[src/rtl/led_strip_driver_if.sv]
// -----------------------------------------------------------------------------
// led_strip_driver_if
//
// Connection between the game engine and the LED strip driver.
//
// Signals:
//   frame  ROWS*COLS  pixel matrix; bit r*COLS+c is row r, column c; 1 = on
//   start  1          request to send frame (engine -> driver)
//   busy   1          driver is sending a frame or holding the latch gap
//   done   1          one-cycle pulse when a frame's latch gap completes
//   dout   1          LED data line
//
// Modports:
//   master  engine / top-level side (drives frame and start)
//   slave   driver side (drives busy, done, dout)
// -----------------------------------------------------------------------------
interface led_strip_driver_if #(
    parameter int ROWS = 16,
    parameter int COLS = 12
);
    logic [ROWS*COLS-1:0] frame;
    logic                 start;
    logic                 busy;
    logic                 done;
    logic                 dout;

    modport master (
        output frame,
        output start,
        input  busy,
        input  done,
        input  dout
    );

    modport slave (
        input  frame,
        input  start,
        output busy,
        output done,
        output dout
    );
endinterface

[src/rtl/led_strip_driver.sv]
// -----------------------------------------------------------------------------
// led_strip_driver
//
// Serializes a ROWS x COLS on/off pixel matrix onto a WS2812-style data line.
// On start (while idle) the frame is copied into a shadow register, then every
// LED is sent as a 24-bit GRB word, MSB first: ON_COLOR for a lit pixel, zero
// for an unlit one. Each bit is a high pulse of T0H or T1H cycles followed by
// low time up to TBIT cycles. After the last bit the line is held low for
// TRESET cycles so the strip latches; done pulses when that gap ends.
// After reset the same gap is run once (without a done pulse) so a frame cut
// short by reset still ends in a clean latch.
//
// Ports:
//   CLOCK_50  in   system clock, the only clock
//   reset     in   synchronous, active-high reset
//   bus       slave modport of led_strip_driver_if
//             (frame, start in; busy, done, dout out)
// -----------------------------------------------------------------------------
module led_strip_driver #(
    parameter int          ROWS       = 16,
    parameter int          COLS       = 12,
    parameter logic [23:0] ON_COLOR   = 24'h100000,
    parameter bit          SERPENTINE = 1'b1,
    parameter int          TBIT       = 63,
    parameter int          T0H        = 20,
    parameter int          T1H        = 40,
    parameter int          TRESET     = 3000
) (
    input  logic               CLOCK_50,
    input  logic               reset,
    led_strip_driver_if.slave  bus
);
    localparam int NUM_LEDS   = ROWS * COLS;
    localparam int TOTAL_BITS = 24 * NUM_LEDS;
    localparam int CNT_MAX    = (TBIT > TRESET) ? TBIT : TRESET;
    localparam int CNT_W      = (CNT_MAX > 1) ? $clog2(CNT_MAX) : 1;
    localparam int BIT_W      = (TOTAL_BITS > 1) ? $clog2(TOTAL_BITS) : 1;
    localparam int ROW_W      = (ROWS > 1) ? $clog2(ROWS) : 1;
    localparam int COL_W      = (COLS > 1) ? $clog2(COLS) : 1;
    localparam int PIX_W      = (NUM_LEDS > 1) ? $clog2(NUM_LEDS) : 1;

    localparam logic [1:0] S_GAP  = 2'd0;
    localparam logic [1:0] S_IDLE = 2'd1;
    localparam logic [1:0] S_HIGH = 2'd2;
    localparam logic [1:0] S_LOW  = 2'd3;

    generate
        if (!(T0H > 0 && T0H < T1H && T1H < TBIT && TRESET > 0)) begin : g_bad_timing
            $error("led_strip_driver: timing parameters must satisfy 0 < T0H < T1H < TBIT and TRESET > 0");
        end
    endgenerate

    // Bit of the GRB word at position pos (0 = MSB) for a pixel that is lit or not.
    function automatic logic color_bit(input logic lit, input logic [4:0] pos);
        return lit & ON_COLOR[5'd23 - pos];
    endfunction

    logic [1:0]          state;
    logic [CNT_W-1:0]    cyc_cnt;
    logic [BIT_W-1:0]    bit_idx;
    logic [4:0]          word_bit;
    logic [ROW_W-1:0]    row_idx;
    logic [COL_W-1:0]    pos_idx;
    logic [NUM_LEDS-1:0] shadow;
    logic                report_done;
    logic                done_q;

    logic [COL_W-1:0]    col_sel;
    logic [PIX_W-1:0]    pix_addr;
    logic                pixel_on;
    logic                cur_bit;
    logic [CNT_W-1:0]    high_last;
    logic                accept;

    assign accept = (state == S_IDLE) && bus.start;

    // Map the strip position (row, position along the row) to a matrix column.
    // Odd rows run right-to-left when the strip is wired serpentine.
    always_comb begin
        col_sel = pos_idx;
        if (SERPENTINE && row_idx[0]) begin
            col_sel = COL_W'(COLS - 1) - pos_idx;
        end
        pix_addr  = PIX_W'(row_idx) * PIX_W'(COLS) + PIX_W'(col_sel);
        pixel_on  = shadow[pix_addr];
        cur_bit   = color_bit(pixel_on, word_bit);
        high_last = cur_bit ? CNT_W'(T1H - 1) : CNT_W'(T0H - 1);
    end

    // The shadow copy is pure data: it only needs to be valid once a frame
    // has been accepted, so it carries no reset.
    always_ff @(posedge CLOCK_50) begin
        if (accept) begin
            shadow <= bus.frame;
        end
    end

    always_ff @(posedge CLOCK_50) begin
        if (reset) begin
            state       <= S_GAP;
            cyc_cnt     <= '0;
            bit_idx     <= '0;
            word_bit    <= '0;
            row_idx     <= '0;
            pos_idx     <= '0;
            report_done <= 1'b0;
            done_q      <= 1'b0;
        end else begin
            done_q <= 1'b0;
            case (state)
                S_GAP: begin
                    if (cyc_cnt == CNT_W'(TRESET - 1)) begin
                        state       <= S_IDLE;
                        cyc_cnt     <= '0;
                        // Only a gap that closes a transmitted frame reports done.
                        done_q      <= report_done;
                        report_done <= 1'b0;
                    end else begin
                        cyc_cnt <= cyc_cnt + CNT_W'(1);
                    end
                end

                S_IDLE: begin
                    if (bus.start) begin
                        state       <= S_HIGH;
                        cyc_cnt     <= '0;
                        bit_idx     <= '0;
                        word_bit    <= '0;
                        row_idx     <= '0;
                        pos_idx     <= '0;
                        report_done <= 1'b1;
                    end
                end

                // The cycle counter keeps running from HIGH into LOW so the two
                // phases together always span exactly TBIT cycles.
                S_HIGH: begin
                    cyc_cnt <= cyc_cnt + CNT_W'(1);
                    if (cyc_cnt == high_last) begin
                        state <= S_LOW;
                    end
                end

                S_LOW: begin
                    if (cyc_cnt == CNT_W'(TBIT - 1)) begin
                        cyc_cnt <= '0;
                        if (bit_idx == BIT_W'(TOTAL_BITS - 1)) begin
                            state <= S_GAP;
                        end else begin
                            state   <= S_HIGH;
                            bit_idx <= bit_idx + BIT_W'(1);
                            if (word_bit == 5'd23) begin
                                word_bit <= '0;
                                if (pos_idx == COL_W'(COLS - 1)) begin
                                    pos_idx <= '0;
                                    row_idx <= row_idx + ROW_W'(1);
                                end else begin
                                    pos_idx <= pos_idx + COL_W'(1);
                                end
                            end else begin
                                word_bit <= word_bit + 5'd1;
                            end
                        end
                    end else begin
                        cyc_cnt <= cyc_cnt + CNT_W'(1);
                    end
                end

                default: begin
                    state   <= S_GAP;
                    cyc_cnt <= '0;
                end
            endcase
        end
    end

    assign bus.dout = (state == S_HIGH);
    assign bus.busy = (state != S_IDLE);
    assign bus.done = done_q;

endmodule

[src/flat_wrapper.sv]
// flat-port wrapper written by rule: the top's interface ports become plain ports
module led_strip_driver_flat 
#(
    parameter int          ROWS       = 16,
    parameter int          COLS       = 12,
    parameter logic [23:0] ON_COLOR   = 24'h100000,
    parameter bit          SERPENTINE = 1'b1,
    parameter int          TBIT       = 63,
    parameter int          T0H        = 20,
    parameter int          T1H        = 40,
    parameter int          TRESET     = 3000
)
  (CLOCK_50, reset, bus_frame, bus_start, bus_busy, bus_done, bus_dout);
  led_strip_driver_if #(.ROWS(ROWS), .COLS(COLS)) bus_i ();
  input  logic CLOCK_50;
  input  logic reset;
  input wire logic [$bits(bus_i.frame)-1:0] bus_frame;
  input wire logic [$bits(bus_i.start)-1:0] bus_start;
  output wire logic [$bits(bus_i.busy)-1:0] bus_busy;
  output wire logic [$bits(bus_i.done)-1:0] bus_done;
  output wire logic [$bits(bus_i.dout)-1:0] bus_dout;
  assign bus_i.frame = bus_frame;
  assign bus_i.start = bus_start;
  assign bus_busy = bus_i.busy;
  assign bus_done = bus_i.done;
  assign bus_dout = bus_i.dout;
  led_strip_driver #(.ROWS(ROWS), .COLS(COLS), .ON_COLOR(ON_COLOR), .SERPENTINE(SERPENTINE), .TBIT(TBIT), .T0H(T0H), .T1H(T1H), .TRESET(TRESET)) u_core (.CLOCK_50(CLOCK_50), .reset(reset), .bus(bus_i));
endmodule
[config.mk]
export PLATFORM = sky130hd
export DESIGN_NAME = led_strip_driver_flat
export DESIGN_NICKNAME = d
export VERILOG_FILES = /design/src/rtl/led_strip_driver_if.sv /design/src/rtl/led_strip_driver.sv /design/src/flat_wrapper.sv
export SDC_FILE = /design/constraint.sdc
export NUM_CORES = 1
export LEC_CHECK = 0
export BUFFER_PORTS_ARGS = -buffer_cell sky130_fd_sc_hd__buf_4
export CAP_MARGIN = 25
export CELL_PAD_IN_SITES_DETAIL_PLACEMENT = 2
export CELL_PAD_IN_SITES_GLOBAL_PLACEMENT = 2
export CORE_MARGIN = 2
export CORE_UTILIZATION = 40
export CTS_CLUSTER_DIAMETER = 50
export DETAILED_ROUTE_END_ITERATION = 10
export PLACE_DENSITY_LB_ADDON = 0.1
export SLEW_MARGIN = 20
export SYNTH_ARGS = -nofsm -noshare
export SYNTH_HDL_FRONTEND = slang
export SYNTH_SLANG_ARGS = --single-unit
[constraint.sdc]
create_clock -name CLOCK_50 -period 7.3 [get_ports CLOCK_50]
set_input_delay 2.19 -clock CLOCK_50 [delete_from_list [all_inputs] [get_ports CLOCK_50]]
set_output_delay 2.19 -clock CLOCK_50 [all_outputs]
set_load 0.02 [all_outputs]
==> results.json, run 1 <==
{
  "finalCriticalPeriod_ns": 4.12,
  "clk_latency_ns": 0.50,
  "cts_buffers": 35,
  "layout_setup_ws_ns": 3.18,
  "die_width_microns": 173,
  "grt_pass1_wl_mm": 48.8,
  "endpoint_kind": "flop",
  "timing_worst_setup_path_type": "reg2reg",
  "clock_tree.root_cell": "sky130_fd_sc_hd__clkbuf_16",
  "min-delay-path-class": "reg2reg",
  "critical_path_required_ns": 7.71,
  "grtUsageMet1": 0.260,
  "die-height_microns": 173,
  "routabilityCongestion": 0.797,
  "synth-edff-count": 192,
  "grt_start_max_net_pins": 105,
  "critical_path_arrival_ns": 4.53,
  "rows": 61,
  "yosysSeqAreaShare": 0.581,
  "syn_to_final_growth_pct": 26.4,
  "yosysUniqueCellTypes": 67,
  "post_cts_resized": 0,
  "synth_seq_cells": 234,
  "num_vias": 7336,
  "first_global_vias": 8284,
  "wire_per_inst_microns": 24.0,
  "ir_worst_vdd_mv": 0.144,
  "slew_viol_final": 0,
  "dp_hpwl_mm": 22.1,
  "start_util": 0.408,
  "clock_sinks": 234,
  "diodes": 0,
  "p_leak_uw": 0.00499,
  "first_pass_detailed_route_iteration_total": 4,
  "grtUsageMet2": 0.382,
  "design.core.area_sq_mm": 0.0279,
  "most_frequent_standard_cell_in_the_layout_excluding_fill_and_tap_cells": "sky130_fd_sc_hd__buf_4",
  "antenna_violations_before_repair": 0,
  "cts-htree-levels": 2,
  "cts_tree": "yes",
  "area_of_the_die_sq_mm": 0.0298,
  "worst_setup_hold_path_clk_slew_ns": 0.05,
  "drc": 0,
  "final-hold-violation-count": 0,
  "fin_worst_skew_ns": 0.0117,
  "n_fill_cell": 2549,
  "synthArstFlopShare": 0,
  "synth.avg_cell_area_sq_um": 16.0,
  "netlist_instances": 709,
  "dp_slack_ns": 2.81,
  "grt_setup_unrepaired": "false",
  "mappedNetlistArea_sq_mm": 0.0114,
  "ioPinCount": 198,
  "synth.yosys.warnings": 0,
  "post_route_cells_drive_above_1_share": 0.387,
  "avgViaCountPerCell": 5.59,
  "global_route.overflow_total": 0,
  "cts_setup_buffers": 0,
  "routed_wl_mm": 31.4,
  "drt_iter0_drc": 549,
  "status": "complete, no violations",
  "drv.max_cap_violation_count": 0,
  "maxSlewHeadroom": 0.334,
  "timing.setup.tns_ns": 0,
  "startpoint_type": "flop",
  "finalCritPeriodShare": 0.564,
  "syn_nets": 921,
  "globalRouteTotalUtil": 0.212,
  "synthFlopType": "sky130_fd_sc_hd__edfxtp_1",
  "placement.io_buffers": 197,
  "timing_worst_slew_pin_value_ns": 0.999,
  "antenna_left": 0,
  "gr-max-usage-layer": "met2",
  "crit_path_max_fanout": 44,
  "finalNetCount": 1122,
  "most-common-layout-cells": "205 x sky130_fd_sc_hd__buf_4, 192 x sky130_fd_sc_hd__edfxtp_1, 80 x sky130_fd_sc_hd__mux4_2, 47 x sky130_fd_sc_hd__nor2_1, 40 x sky130_fd_sc_hd__dfxtp_1",
  "maxClockFrequency_ghz": 0.243,
  "clock_tree.buffer_depth": 3,
  "powerDensity_mw_per_mm2": 230,
  "use_met3": 0.0389,
  "finalSetupViolations": 0,
  "cts-hold-fix-buffers": 0
}
-- cells by family (layout without fill, tap and decap cells) --
family / Yosys count / count (layout) / synth area share
fa+ha+maj: 17 / 17 / 0.0200
simple gates: 166 / 166 / 0.0791
compound gates: 74 / 74 / 0.0469
mux: 123 / 123 / 0.217
flops: 234 / 234 / 0.581
xor+xnor: 39 / 39 / 0.0300
buf+inv: 56 / 281 / 0.0263
-- final cells by class --
class / instances / area, sq um / area share
tap: 378 / 473 / 0.0329
clock buffer: 41 / 898 / 0.0625
sequential: 234 / 6610 / 0.460
inverter: 15 / 61.3 / 0.00427
clock inverter: 20 / 307 / 0.0213
timing repair buffer: 205 / 1540 / 0.107
multi-input combinational: 419 / 4480 / 0.312
-- worst paths after layout --
path | from | endpoint | slack (ns) | depth (start not counted)
max | u_core.row_idx[0]$_SDFFE_PP0P_ | u_core.state[0]$_SDFFE_PP0P_ | 3.18 | 11
max reg2reg | u_core.row_idx[0]$_SDFFE_PP0P_ | u_core.state[0]$_SDFFE_PP0P_ | 3.18 | 11
min reg2reg | u_core.report_done$_SDFFE_PP0P_ | u_core.bus.done$_SDFF_PP0_ | 0.48 | 1
min | u_core.report_done$_SDFFE_PP0P_ | u_core.bus.done$_SDFF_PP0_ | 0.48 | 1
-- cell usage after synthesis, types with 8 or more instances --
cell type / instances / area share
sky130_fd_sc_hd__a22oi_1: 14 / 0.0092
sky130_fd_sc_hd__xnor2_1: 16 / 0.012
sky130_fd_sc_hd__mux2i_1: 25 / 0.022
sky130_fd_sc_hd__ha_1: 15 / 0.017
sky130_fd_sc_hd__nor3_1: 14 / 0.0062
sky130_fd_sc_hd__nand2b_1: 8 / 0.0044
sky130_fd_sc_hd__clkbuf_1: 14 / 0.0046
sky130_fd_sc_hd__mux4_2: 80 / 0.16
sky130_fd_sc_hd__buf_2: 13 / 0.0057
sky130_fd_sc_hd__nand3_1: 12 / 0.0053
sky130_fd_sc_hd__buf_4: 9 / 0.0059
sky130_fd_sc_hd__mux4_1: 14 / 0.032
sky130_fd_sc_hd__nand2_1: 24 / 0.0079
sky130_fd_sc_hd__a21oi_1: 14 / 0.0062
sky130_fd_sc_hd__edfxtp_1: 192 / 0.51
sky130_fd_sc_hd__nand4_1: 17 / 0.0094
sky130_fd_sc_hd__dfxtp_1: 42 / 0.074
sky130_fd_sc_hd__xor2_1: 23 / 0.018
sky130_fd_sc_hd__inv_1: 15 / 0.0050
sky130_fd_sc_hd__nor2_1: 47 / 0.016
-- per-stage QoR --
step	power, uW	hold WS, ns	instances	utilization	cell area [sq um]
4_1_cts	3330	0.484	1311	0.516	14400
2_1_floorplan	1480	0.449	709	-	11400
3_3_place_gp	1570	0.474	1250	0.472	13200
6_report	3300	0.478	1312	0.516	14400
3_5_place_dp	1570	0.473	1250	0.472	13200
5_1_grt	3400	0.520	1312	0.516	14400
-- power breakdown --
part           leakage, uW  switching [uW]  total (uW)  internal (uW)
Sequential         0.00207            2.08        1450           1440
Combinational      0.00236            30.3        98.4           68.1
Clock             0.000563             624        1760           1130
Total              0.00499             657        3300           2650
-- metal layers --
layer / up-vias / part of all wire
met5: - / 0
met4: 0 / 0.024
met3: 60 / 0.048
met2: 212 / 0.53
met1: 3781 / 0.40
li1: 3283 / -
-- worst max-delay path: stages, from the launching register on --
cell and delay (ns):
sky130_fd_sc_hd__dfxtp_4 0.78, sky130_fd_sc_hd__ha_1 0.28, sky130_fd_sc_hd__inv_1 0.08, sky130_fd_sc_hd__fa_2 1.09, sky130_fd_sc_hd__and2_0 0.45, sky130_fd_sc_hd__nor3b_1 0.29
sky130_fd_sc_hd__a311oi_1 0.10, sky130_fd_sc_hd__a31oi_1 0.22, sky130_fd_sc_hd__o211ai_1 0.13, sky130_fd_sc_hd__a211oi_2 0.28, sky130_fd_sc_hd__o211ai_1 0.11, sky130_fd_sc_hd__o221ai_1 0.18
-- sequential cells by signal, indices dropped and copies added, names as in the netlist --
name                flops
u_core.report_done      1
u_core.word_bit         5
u_core.bit_idx         13
u_core.row_idx          4
u_core.pos_idx          4
u_core.cyc_cnt         12
u_core.bus.done         1
u_core.state            2
u_core.shadow         192
Note: power is estimated with default switching activity, not from simulation.
==> run 2, diff against run 1 <==
--- a/config.mk
+++ b/config.mk
@@ -5,12 +5,13 @@
 export SDC_FILE = /design/constraint.sdc
 export NUM_CORES = 1
 export LEC_CHECK = 0
+export ABC_AREA = 1
 export BUFFER_PORTS_ARGS = -buffer_cell sky130_fd_sc_hd__buf_4
 export CAP_MARGIN = 25
 export CELL_PAD_IN_SITES_DETAIL_PLACEMENT = 2
 export CELL_PAD_IN_SITES_GLOBAL_PLACEMENT = 2
 export CORE_MARGIN = 2
-export CORE_UTILIZATION = 40
+export CORE_UTILIZATION = 35
 export CTS_CLUSTER_DIAMETER = 50
 export DETAILED_ROUTE_END_ITERATION = 10
 export PLACE_DENSITY_LB_ADDON = 0.1
==> constraint.sdc (replaced) <==
create_clock -name CLOCK_50 -period 4.24 [get_ports CLOCK_50]
set_input_delay 1.272 -clock CLOCK_50 [delete_from_list [all_inputs] [get_ports CLOCK_50]]
set_output_delay 1.272 -clock CLOCK_50 [all_outputs]
set_load 0.02 [all_outputs]
==> run 2 against run 1 <==
Net effect:
- register-to-register slack got worse by 2.4 ns
- worst hold slack worse by 0.010 ns
- power increased to 2.6 times the previous value
- largest power group is now registers
- fmax is 19% higher
- setup slack worse by 2.4 ns
- core utilization fell by 5.6 points
- routed wire length is 4.4% higher
- sequential share of layout area up 2.8 points
- highest routed layer unchanged
- sequential power increased by 120%
==> results.json, run 2 <==
{
  "status": "complete, no violations",
  "rr_worst_depth": 17,
  "finalNonFillerCells": 1662,
  "synth.yosys.warnings": 0,
  "grt_setup_unrepaired": "false",
  "synthMostInstantiatedCell": "sky130_fd_sc_hd__nand2_1",
  "maxSlewHeadroom": 0.312,
  "syn_nets": 1247,
  "critical_path_arrival_ns": 3.85,
  "worstReg2RegStart": "u_core.row_idx[0]$_SDFFE_PP0P_",
  "globalRouteTotalUtil": 0.212,
  "ioPinCount": 198,
  "worst-path-buf-inv": 3,
  "finalNetCount": 1456,
  "clock_tree.buffer_depth": 3,
  "cts-hold-fix-buffers": 0,
  "wire_per_inst_microns": 19.8,
  "fin_worst_skew_ns": 0.00995,
  "clk_latency_ns": 0.51,
  "largest_register_ffs": 192,
  "area_of_the_die_sq_mm": 0.0311,
  "post_route_cells_drive_above_1_share": 0.230,
  "placed_cell_area_sq_mm": 0.0123,
  "finalSetupViolations": 0,
  "n_fill_cell": 3112,
  "setup.reg_to_reg.worst_slack_ns": 0.79,
  "routed_wl_mm": 32.8,
  "worst-path-stages": 17,
  "biggest_register": "u_core.shadow",
  "dpl.cell_count": 1595,
  "die-height_microns": 176,
  "timing.critical_path.slowest_cell_delay_ns": 0.67,
  "mappedNetlistArea_sq_mm": 0.0104,
  "yosysUniqueCellTypes": 39,
  "design.core.area_sq_mm": 0.0294,
  "num_vias": 8212,
  "yosysSeqAreaShare": 0.636,
  "grt_start_max_net_pins": 98,
  "die_width_microns": 176,
  "finalCritPeriodShare": 0.814,
  "cts_buffers": 37,
  "most-common-layout-cells": "265 x sky130_fd_sc_hd__nand2_1, 208 x sky130_fd_sc_hd__buf_4, 200 x sky130_fd_sc_hd__nand3_1, 192 x sky130_fd_sc_hd__edfxtp_1, 123 x sky130_fd_sc_hd__inv_1",
  "drt_iter0_drc": 491,
  "synthArstFlopShare": 0,
  "drv.max_cap_violation_count": 0,
  "avgViaCountPerCell": 4.94,
  "synth-edff-count": 192,
  "worst_path_dominant_cell_family": "simple AND/OR/NAND/NOR gates",
  "endpoint_of_the_most_critical_register_to_register_path": "u_core.state[1]$_SDFFE_PP0P_",
  "clock_sinks": 234,
  "syn_to_final_growth_pct": 30.2,
  "timing_worst_slew_pin_value_ns": 1.03,
  "cts_setup_buffers": 0,
  "grt_pass1_wl_mm": 50.4,
  "clock_tree.root_cell": "sky130_fd_sc_hd__clkbuf_16",
  "first_pass_detailed_route_iteration_total": 4,
  "final_design_area_no_fill_sq_mm": 0.0135,
  "cpMaxStageDelayCell": "sky130_fd_sc_hd__dfxtp_1",
  "hold_path_start": "u_core.report_done$_SDFFE_PP0P_",
  "whs_endpoint": "u_core.bus.done$_SDFF_PP0_",
  "cts-htree-levels": 2,
  "first_global_vias": 9113,
  "rows": 63,
  "antenna_left": 0,
  "layout.core_utilization": 0.460,
  "critical_path_required_ns": 4.64,
  "global_route.overflow_total": 0,
  "powerDensity_mw_per_mm2": 640,
  "final-hold-violation-count": 0,
  "min-delay-path-class": "reg2reg",
  "slew_viol_final": 0,
  "ys_top_cells_by_count": "266 x sky130_fd_sc_hd__nand2_1, 200 x sky130_fd_sc_hd__nand3_1, 192 x sky130_fd_sc_hd__edfxtp_1",
  "crit_path_max_fanout": 12,
  "synth.avg_cell_area_sq_um": 10.0,
  "synth_top_area_cell": "sky130_fd_sc_hd__edfxtp_1",
  "synth_seq_cells": 234,
  "holdWs_ns": 0.468,
  "netlist_instances": 1035,
  "holdPathStages": 2,
  "start_util": 0.353,
  "cts_tree": "yes",
  "antenna_violations_before_repair": 1,
  "crit_path_cell_trace": "ha_1, inv_1, fa_1, inv_1, nand3_1, nand3_1, nand3_1, nand3_1, nand2_1, nor2_1, nand2_1, nand2_1, nand3_1, nand2_1, nand3_1, nand2_1, inv_1",
  "largest_registers": "u_core.shadow x192, u_core.bit_idx x13, u_core.cyc_cnt x12",
  "finalCriticalPeriod_ns": 3.45,
  "crit_path_frequent_cell": "sky130_fd_sc_hd__nand3_1",
  "maxClockFrequency_ghz": 0.290,
  "synthTopCellsByArea": "sky130_fd_sc_hd__edfxtp_1 56%, sky130_fd_sc_hd__nand3_1 9.6%, sky130_fd_sc_hd__nand2_1 9.6%",
  "p_leak_uw": 0.00557,
  "synthFlopType": "sky130_fd_sc_hd__edfxtp_1",
  "startpoint_type": "flop",
  "timing_worst_setup_path_type": "reg2reg",
  "endpoint_kind": "flop",
  "drc": 0,
  "post_cts_resized": 0,
  "timing.setup.tns_ns": 0,
  "yosys.area.top_type_share": 0.555,
  "ir_worst_vdd_mv": 0.397,
  "placement.io_buffers": 197,
  "routabilityCongestion": 0.748,
  "worst_setup_hold_path_clk_slew_ns": 0.05,
  "dp_hpwl_mm": 22.7,
  "most_frequent_standard_cell_in_the_layout_excluding_fill_and_tap_cells": "sky130_fd_sc_hd__nand2_1"
}
-- run 2: cell types whose count changed after synthesis, sizes merged, moves of 12 or more --
cell,change
xnor2,-12
a21oi,+14
mux2i,-25
inv,+112
nand2,+245
a22oi,-14
mux4,-94
nand3,+188
xor2,-15
-- run 2: where the power goes --
group | total, uW | internal [uW] | switching, uW
Clock | 2980 | 1880 | 1100
Combinational | 2480 | 758 | 1720
Sequential | 3190 | 3040 | 153
Total | 8650 | 5670 | 2980
-- run 2: logic make-up (layout without fill, tap and decap cells) --
logic type / Yosys count / count (layout) / synth area share
xor+xnor: 12 / 12 / 0.0101
flops: 234 / 234 / 0.636
buf+inv: 169 / 405 / 0.0693
simple gates: 543 / 543 / 0.230
compound gates: 60 / 60 / 0.0327
fa+ha+maj: 17 / 17 / 0.0219
other cells: 0 / 1 / 0
-- run 2: layout make-up --
type / count / area (sq um) / share of cell area
flip-flops and latches: 234 / 6610 / 0.489
multi-input cells: 632 / 3120 / 0.231
repair buffers: 210 / 1600 / 0.118
clock buffers: 42 / 997 / 0.0738
well taps: 390 / 488 / 0.0361
inverters: 129 / 484 / 0.0358
clock inverters: 24 / 220 / 0.0163
diodes: 1 / 2.50 / 0.000185
-- run 2: worst max-delay path by stage --
stage | from | endpoint | slack, ns
CTS | u_core.pos_idx[2]$_SDFFE_PP0P_ | u_core.state[1]$_SDFFE_PP0P_ | 0.71
global placement | u_core.pos_idx[2]$_SDFFE_PP0P_ | u_core.state[1]$_SDFFE_PP0P_ | 0.80
finish | u_core.row_idx[0]$_SDFFE_PP0P_ | u_core.state[1]$_SDFFE_PP0P_ | 0.79
global route | u_core.pos_idx[2]$_SDFFE_PP0P_ | u_core.state[1]$_SDFFE_PP0P_ | 0.48
floorplan | bus_start | u_core.bit_idx[10]$_SDFFE_PP0P_ | -1.07
detailed placement | u_core.pos_idx[2]$_SDFFE_PP0P_ | u_core.state[1]$_SDFFE_PP0P_ | 0.73
-- run 2: metrics by stage --
stage | setup WS (ns) | total power [uW]
6_report | 0.788 | 8650
5_1_grt | 0.480 | 9170
4_1_cts | 0.707 | 8780
3_5_place_dp | 0.728 | 5750
3_3_place_gp | 0.796 | 5630
2_1_floorplan | -1.07 | 4920
-- run 2: layer usage --
layer / GRT usage / vias to the layer above / share of wire
met1: 0.259 / 4053 / 0.42
met2: 0.382 / 178 / 0.52
li1: - / 3925 / -
met4: 0.0696 / 0 / 0.028
met3: 0.0332 / 56 / 0.040
met5: 0 / - / 0
-- run 2: tightest hold or removal path: stages, from the launching register on --
cell	delay, ns
sky130_fd_sc_hd__dfxtp_1	0.29
sky130_fd_sc_hd__nand2_1	0.07
sky130_fd_sc_hd__nor3_1	0.06
